**src/rtl/tamagotchi_btn_cond.sv**
```systemverilog
// tamagotchi_btn_cond: synchronise, debounce and pulse-detect the board push-buttons.
// Long-press detection is compiled in only when BTN_LONG_PRESS_EN is defined.
module tamagotchi_btn_cond #(
    parameter int unsigned N_BTN           = 6,
    parameter int unsigned DEBOUNCE_CYCLES = 1_000_000,
    parameter int unsigned LONG_CYCLES     = 250_000_000,
    parameter bit          ACTIVE_LOW_IN   = 1'b1
) (
    input  logic             clk,
    input  logic             reset,
    input  logic [N_BTN-1:0] btn_raw,
    output logic [N_BTN-1:0] btn_level,
    output logic [N_BTN-1:0] btn_press,
    output logic [N_BTN-1:0] btn_long
);
    localparam int unsigned   DW       = $clog2(DEBOUNCE_CYCLES + 1);
    localparam logic [DW-1:0] DEB_LAST = DW'(DEBOUNCE_CYCLES - 1);
    localparam logic [DW-1:0] DEB_FULL = DW'(DEBOUNCE_CYCLES);
`ifdef BTN_LONG_PRESS_EN
    localparam int unsigned   HW        = $clog2(LONG_CYCLES + 1);
    localparam logic [HW-1:0] HOLD_LAST = HW'(LONG_CYCLES - 1);
    localparam logic [HW-1:0] HOLD_FULL = HW'(LONG_CYCLES);
`endif

    typedef enum logic [2:0] {
        IDLE        = 3'd0,
        DEB_PRESS   = 3'd1,
        PRESSED     = 3'd2,
        DEB_RELEASE = 3'd3
`ifdef BTN_LONG_PRESS_EN
        , HELD      = 3'd4
`endif
    } state_t;

    logic [N_BTN-1:0] sync1;
    logic [N_BTN-1:0] sync2;
    logic [N_BTN-1:0] s;

    // Two-flop synchroniser; reset parks it at the released pad level
    always_ff @(posedge clk or negedge reset) begin
        if (!reset) begin
            sync1 <= {N_BTN{ACTIVE_LOW_IN}};
            sync2 <= {N_BTN{ACTIVE_LOW_IN}};
        end else begin
            sync1 <= btn_raw;
            sync2 <= sync1;
        end
    end

    assign s = ACTIVE_LOW_IN ? ~sync2 : sync2;

`ifndef BTN_LONG_PRESS_EN
    logic unused_long;
    assign unused_long = (LONG_CYCLES == 0);
    assign btn_long    = '0;
`endif

    for (genvar i = 0; i < N_BTN; i++) begin : g_btn
        state_t        state;
        logic [DW-1:0] deb_cnt;
        logic          level_q;
        logic          press_q;
`ifdef BTN_LONG_PRESS_EN
        logic [HW-1:0] hold_cnt;
        logic          ret_held;
        logic          long_q;
        logic          long_hit;

        // ret_held doubles as the "long already fired" flag for this press
        assign long_hit    = !ret_held && (hold_cnt == HOLD_LAST);
        assign btn_long[i] = long_q;
`endif
        assign btn_level[i] = level_q;
        assign btn_press[i] = press_q;

        always_ff @(posedge clk or negedge reset) begin
            if (!reset) begin
                state   <= IDLE;
                deb_cnt <= '0;
                level_q <= 1'b0;
                press_q <= 1'b0;
`ifdef BTN_LONG_PRESS_EN
                hold_cnt <= '0;
                ret_held <= 1'b0;
                long_q   <= 1'b0;
`endif
            end else begin
                press_q <= 1'b0;
`ifdef BTN_LONG_PRESS_EN
                long_q  <= 1'b0;
`endif
                case (state)
                    IDLE: begin
                        deb_cnt <= '0;
`ifdef BTN_LONG_PRESS_EN
                        hold_cnt <= '0;
                        ret_held <= 1'b0;
`endif
                        if (s[i]) state <= DEB_PRESS;
                    end
                    DEB_PRESS: begin
                        if (!s[i]) begin
                            state   <= IDLE;
                            deb_cnt <= '0;
                        end else if (deb_cnt == DEB_LAST) begin
                            state   <= PRESSED;
                            deb_cnt <= DEB_FULL;
                            press_q <= 1'b1;
                            level_q <= 1'b1;
                        end else begin
                            deb_cnt <= deb_cnt + DW'(1);
                        end
                    end
                    PRESSED: begin
                        if (!s[i]) begin
                            state   <= DEB_RELEASE;
                            deb_cnt <= '0;
                        end
`ifdef BTN_LONG_PRESS_EN
                        if (long_hit) begin
                            hold_cnt <= HOLD_FULL;
                            ret_held <= 1'b1;
                            long_q   <= 1'b1;
                            if (s[i]) state <= HELD;
                        end else begin
                            hold_cnt <= hold_cnt + HW'(1);
                        end
`endif
                    end
`ifdef BTN_LONG_PRESS_EN
                    HELD: begin
                        if (!s[i]) begin
                            state   <= DEB_RELEASE;
                            deb_cnt <= '0;
                        end
                    end
`endif
                    DEB_RELEASE: begin
                        if (s[i]) begin
`ifdef BTN_LONG_PRESS_EN
                            state <= ret_held ? HELD : PRESSED;
`else
                            state <= PRESSED;
`endif
                        end else if (deb_cnt == DEB_LAST) begin
                            state   <= IDLE;
                            deb_cnt <= '0;
                            level_q <= 1'b0;
                        end else begin
                            deb_cnt <= deb_cnt + DW'(1);
                        end
`ifdef BTN_LONG_PRESS_EN
                        // Hold time keeps running through a release bounce
                        if (long_hit) begin
                            hold_cnt <= HOLD_FULL;
                            ret_held <= 1'b1;
                            long_q   <= 1'b1;
                            if (s[i]) state <= HELD;
                        end else if (!ret_held) begin
                            hold_cnt <= hold_cnt + HW'(1);
                        end
`endif
                    end
                    default: state <= IDLE;
                endcase
            end
        end
    end

endmodule
```
**config.mk**
```make
export PLATFORM = sky130hd
export DESIGN_NAME = tamagotchi_btn_cond
export DESIGN_NICKNAME = d
export VERILOG_FILES = /design/src/rtl/tamagotchi_btn_cond.sv
export SDC_FILE = /design/constraint.sdc
export NUM_CORES = 1
export LEC_CHECK = 0
export CELL_PAD_IN_SITES_DETAIL_PLACEMENT = 1
export CELL_PAD_IN_SITES_GLOBAL_PLACEMENT = 1
export CORE_UTILIZATION = 48
export CTS_CLUSTER_DIAMETER = 60
export DETAILED_ROUTE_END_ITERATION = 8
export GPL_ROUTABILITY_DRIVEN = 0
export PLACE_DENSITY_LB_ADDON = 0.15
export SLEW_MARGIN = 20
export SYNTH_ARGS = -nofsm -noshare
export SYNTH_HDL_FRONTEND = slang
export SYNTH_SLANG_ARGS = --single-unit
```
**constraint.sdc**
```tcl
create_clock -name clk -period 3.45 [get_ports clk]
set_clock_uncertainty 0.05 [all_clocks]
set_input_delay 0.5175 -clock clk [delete_from_list [all_inputs] [get_ports clk]]
set_output_delay 0.5175 -clock clk [all_outputs]
set_load 0.01 [all_outputs]
```
==> metrics.yaml, run 1 <==
floorplan:
  initial_core_util_pct: 49.2
  core-area_sq_um: 18000
  fp-row-count: 49
  die_width_microns: 138
  die_h_microns: 138
  num_io_pins: 26
  die_area_sq_um: 19000
sta:
  finalMaxSlewViolations: 0
  worst_slack_ns: 0.588
  max-slew-margin-rel_pct: 43.3
  rsz0062_at_grt: "no"
  tns_ns: 0
  finalHoldViolations: 0
  min_period_over_period_pct: 82.9
  fin_crit_ns: 2.86
  fmax_mhz: 349
  worst_slew_pin_slew_ns: 0.848
  final-setup-viol-count: 0
clock_network:
  htree_num_levels: 4
  root_buffer: "clkbuf_16"
  cts_resized: 0
  cts_buffers: 17
  path_clk_slew_ns: 0.07
  clockBufferDepth: 2
  cts_tree: "yes"
  cts_hold_buf: 0
  postCtsSetupRepairBufs: 0
  clkLatencyLatePin_ns: 0.43
  cts_sinks: 156
global_routing:
  grt_usage_pct: 25.3
  grt_pass1_wl_mm: 38.3
  grt_max_degree: 64
  antenna_found_initial: 0
  grt_pass1_vias: 7660
  grt_remaining_overflow: 0
worst_setup_path:
  crit_slowest_cell: "or4b_2"
  r2r_slack_ns: 0.59
  crit_chain: "or4b_2 -> or4_1 -> o311ai_2 -> o21ai_0 -> a21o_1"
  r2r-end: "g_btn[4].deb_cnt[17]"
  rr_worst_depth: 5
  crit_path_end: "g_btn[4].deb_cnt[17]"
  r2r-start: "g_btn[4].deb_cnt[15]"
  worst-path-max-fanout: 12
  critPathLaunch: "g_btn[4].deb_cnt[15]"
  worstPathArrival_ns: 3.13
  required_ns: 3.72
  start_kind: "flip-flop"
  critPathKind: "reg2reg"
  critPathCaptureType: "flip-flop"
  cpPeakStageDelay_ns: 0.69
hold_path:
  min_path_type: "in2async"
run:
  cap_violations: 0
drt:
  wl_per_cell_microns: 18.4
  dr.first_iter.drc_count: 387
  wl_mm: 22.7
  post-route-drc-count: 0
  via_per_inst: 6.23
  dr.pass1.iters: 8
  ant_nets: 0
  vias: 7683
finish:
  mostFrequentLayoutCells: "dfrtp_1, nand2_1, nor2_1"
  multi_input_area_sq_um: 4560
  fin_nets: 1007
  area_delta_synth_final_pct: 10.8
  layout_commonest_cell: "dfrtp_1"
  drive_gt1_share_pct: 7.26
  fillers: 2073
  seqCellArea_sq_um: 3920
  fin_cells: 1234
  antenna_cells: 0
  stdcell_area_sq_um: 9830
synth:
  syn_inst: 991
  ys_top_cells_by_area: "dfrtp_1, nand2_1, dfstp_2"
  syn_area_sq_um: 8870
  synth_area_leader_cell: "dfrtp_1"
  yosysTopAreaCellShare_pct: 40.6
  syn_area_per_cell_sq_um: 8.95
  synth_cell_types: 70
  synth-edff-count: 0
  ys_seq_area_share_pct: 44.2
  async_flop_share_pct: 100
  ys_seq_elements: 156
  ys.flop_type: "dfrtp_1"
  yosysWarnings: 0
placed_design:
  place_inst: 1203
  dp_slack_ns: 0.595
  dpl.hpwl_mm: 15.7
  place_area_sq_um: 9200
  portBuffers: 19
power:
  power_leakage_nw: 4.10
  finalPower_mw: 4.06
  pwr_density_cell_nw_per_um2: 413
  vdd_drop_max_mv: 0.393
run_status:
  run_status: "finished clean"
## synth_stat cells, types with 9 or more instances
| cell type | instances |
|---|---|
| buf_4 | 19 |
| nor4_1 | 16 |
| xor2_1 | 9 |
| xnor2_1 | 10 |
| dfstp_2 | 12 |
| and2_1 | 14 |
| a22o_1 | 21 |
| clkbuf_1 | 32 |
| and3_1 | 42 |
| dfrtp_1 | 144 |
| o21ai_0 | 63 |
| nor2_1 | 66 |
| nand2_1 | 111 |
| mux2i_1 | 10 |
| nor2b_1 | 13 |
| inv_1 | 33 |
| a31oi_1 | 15 |
| or4_1 | 11 |
| o221ai_1 | 9 |
| and4_1 | 12 |
| nand3_1 | 60 |
| nand4_1 | 32 |
| a21oi_1 | 30 |
| nand2b_1 | 19 |
| or3_1 | 10 |
| nor4b_1 | 9 |
| a21o_1 | 11 |
| nor3_1 | 31 |
## worst max-delay path: cells and delay by family, from the launching register on
family,cells,cell delay [ns]
flops,1,0.42
simple gates,2,1.19
compound gates,3,1.10
## cell type report
cell class | instances | share of cell area (%)
clock inverter | 10 | 1.65
clock buffer | 21 | 4.79
sequential | 156 | 39.9
inverter | 33 | 1.26
tap | 229 | 2.91
multi-input combinational | 752 | 46.4
timing repair buffer | 33 | 3.14
## through the flow
stage	hold slack [ns]	util [%]
2_1_floorplan	0.172	-
3_3_place_gp	0.295	51.0
3_5_place_dp	0.298	51.0
4_1_cts	0.0369	54.5
5_1_grt	0.0535	54.5
6_report	0.0126	54.5
## worst min path at each step
stage                     slack, ns                  end  cells past startpoint
after global routing           0.05  g_btn[4].deb_cnt[6]                      1
after CTS                      0.04  g_btn[4].deb_cnt[9]                      1
final                          0.01  g_btn[4].deb_cnt[6]                      1
after floorplan                0.17            async pin                      0
after global placement         0.30             sync2[1]                      0
after detailed placement       0.30             sync2[0]                      0
## power by group
| group | total [mW] | leakage (nW) | internal (mW) | switching (mW) |
|---|---|---|---|---|
| registers | 1.88 | 2.12 | 1.85 | 0.0281 |
| logic | 0.162 | 1.68 | 0.0504 | 0.112 |
| clock network | 2.02 | 0.306 | 1.27 | 0.755 |
## layer usage
| metal | vias up | wire length, microns | global-route usage [%] |
|---|---|---|---|
| met4 | 0 | 179 | 6.04 |
| li1 | 3684 | - | - |
| met2 | 85 | 11200 | 42.4 |
| met5 | - | 0 | 0 |
| met1 | 3901 | 10800 | 33.7 |
| met3 | 13 | 514 | 4.39 |
## registers in the layout (all words and copies together) (netlist names), named ones only
register,flops
g_btn.deb_cnt,120
g_btn.level_q,6
g_btn.press_q,6
g_btn.state,6
sync1,6
sync2,6
## kinds of logic (layout without fill, tap and decap cells)
logic type / Yosys count / in the layout / synth area share, %
xor gates and xnor gates: 19 / 19 / 1.88
AOI/OAI and AO/OA: 232 / 232 / 18.2
muxes: 11 / 11 / 1.26
other: 1 / 6 / 0.0423
buffers and inverters: 88 / 97 / 4.65
and+or+nand+nor: 475 / 475 / 28.6
adders and majority gates: 9 / 9 / 1.18
DFF: 156 / 156 / 44.2
Note: power is estimated with default switching activity, not from simulation.
==> inputs of run 2 (changes only) <==
- clock period: 3.45 -> 2.7 ns (I/O delays scaled with it)
==> metrics.yaml, run 2 (synthesis results as in run 1) <==
run_status:
  run_status: "finished clean"
floorplan:
  initial_core_util_pct: 49.2  # unchanged
  die_h_microns: 138  # unchanged
  fp-row-count: 49  # unchanged
  die_area_sq_um: 19000  # unchanged
  die_width_microns: 138  # unchanged
  core-area_sq_um: 18000  # unchanged
  num_io_pins: 26  # unchanged
drt:
  post-route-drc-count: 0  # unchanged
  wl_mm: 23.5  # +3.5%
  ant_nets: 0  # unchanged
  vias: 7795  # +1.5%
  dr.pass1.iters: 4  # -4
  wl_per_cell_microns: 18.7  # +1.8%
  dr.first_iter.drc_count: 487  # +26%
  via_per_inst: 6.22  # -0.16%
global_routing:
  grt_max_degree: 54  # -16%
  grt_pass1_wl_mm: 39.7  # +3.6%
  grt_remaining_overflow: 0  # unchanged
  antenna_found_initial: 0  # unchanged
  grt_usage_pct: 26.5  # +1.3 points
  grt_pass1_vias: 7975  # +4.1%
clock_network:
  htree_num_levels: 4  # unchanged
  cts_tree: "yes"
  cts_hold_buf: 1  # +1
  clockBufferDepth: 2  # unchanged
  clkLatencyLatePin_ns: 0.44  # about the same
  cts_resized: 0  # unchanged
  path_clk_slew_ns: 0.06  # about the same
  root_buffer: "clkbuf_16"
  cts_buffers: 17  # unchanged
  postCtsSetupRepairBufs: 0  # unchanged
  cts_sinks: 156  # unchanged
worst_setup_path:
  crit_chain: "or4b_1 -> or4_1 -> o211ai_2 -> buf_4 -> o21ai_0 -> a22o_2"
  worstPathArrival_ns: 2.90  # -0.23 ns
  cp_top_family: "simple AND/OR/NAND/NOR gates"
  required_ns: 2.96  # -0.76 ns
  critPathBufInv: 1  # +1
  critPathKind: "reg2reg"
  worst-path-max-fanout: 12  # unchanged
  start_kind: "flip-flop"
  crit_slowest_cell: "or4_1"
  cpPeakStageDelay_ns: 0.63  # -0.06 ns
  critPathCaptureType: "flip-flop"
finish:
  layout_commonest_cell: "dfrtp_1"
  largest-register: "g_btn.deb_cnt"
  stdcell_area_sq_um: 9960  # +1.3%
  fin_nets: 1026  # +1.9%
  largest_reg_flops: 120  # unchanged
  fillers: 2085  # +0.58%
  antenna_cells: 0  # unchanged
  drive_gt1_share_pct: 9.07  # +1.8 points
  mostFrequentLayoutCells: "dfrtp_1, nand2_1, nor2_1"
  area_delta_synth_final_pct: 12.2
sta:
  finalHoldViolations: 0  # unchanged
  tns_ns: 0  # unchanged
  max-slew-margin-rel_pct: 34.7  # -8.7 points
  finalMaxSlewViolations: 0  # unchanged
  rsz0062_at_grt: "no"
  min_period_over_period_pct: 97.8  # +15 points
  worst_slew_pin_slew_ns: 0.976  # +0.128 ns
  fmax_mhz: 379  # +8.3%
  fin_crit_ns: 2.64  # -0.220 ns
  final-setup-viol-count: 0  # unchanged
power:
  power_leakage_nw: 4.18  # +1.9%
  vdd_drop_max_mv: 0.622  # +58%
  pwr_density_cell_nw_per_um2: 513  # +24%
  finalPower_mw: 5.11  # +26%
run:
  cap_violations: 0  # unchanged
placed_design:
  dpl.hpwl_mm: 16.1  # +2.9%
  place_area_sq_um: 9330  # +1.5%
  portBuffers: 19  # unchanged
hold_path:
  min_path_type: "reg2reg"
-- run 2: report_power, final --
group / switching, mW / leakage (nW) / internal [mW]
registers: 0.0361 / 2.12 / 2.37
clock network: 1.02 / 0.289 / 1.47
logic: 0.145 / 1.77 / 0.0680
-- run 2: final timing paths --
| path | startpoint | end | slack (ns) | depth (start not counted) |
|---|---|---|---|---|
| max | g_btn[1].deb_cnt[10] | g_btn[1].deb_cnt[12] | 0.06 | 6 |
| max reg2reg | g_btn[1].deb_cnt[10] | g_btn[1].deb_cnt[12] | 0.06 | 6 |
| min reg2reg | sync1[3] | sync2[3] | 0.31 | 0 |
| min | sync1[3] | sync2[3] | 0.31 | 0 |
| max in group asynchronous | reset | sync2[1] | 1.36 | 3 |
| min in group asynchronous | reset | g_btn[4].deb_cnt[19] | 0.42 | 2 |
-- run 2: layout make-up --
class | count | area (sq um) | area share (%)
Clock buffer | 21 | 480 | 4.83
Sequential cell | 156 | 3920 | 39.4
Inverter | 33 | 124 | 1.24
Tap cell | 229 | 287 | 2.88
Multi-Input combinational cell | 752 | 4560 | 45.8
Clock inverter | 11 | 134 | 1.34
Timing Repair Buffer | 52 | 454 | 4.56
-- run 2: routing by layer --
layer  up-vias  global-route usage, %  wire length (microns)
met1      3939                   35.8                  11400
met3        32                   4.71                    531
met2       102                   43.3                  11200
met5         -                      0                      0
met4         0                   7.91                    376
li1       3722                      -                      -
-- run 2: metrics by stage --
step,utilization [%],setup slack [ns],hold WS (ns),std cells
finish,55.2,0.0584,0.306,1254
floorplan,-,0.196,0.0594,996
global route,55.2,0.00134,0.310,1254
detailed placement,51.8,0.152,0.297,1221
global placement,51.8,0.215,0.296,1221
CTS,55.2,0.0765,0.307,1254
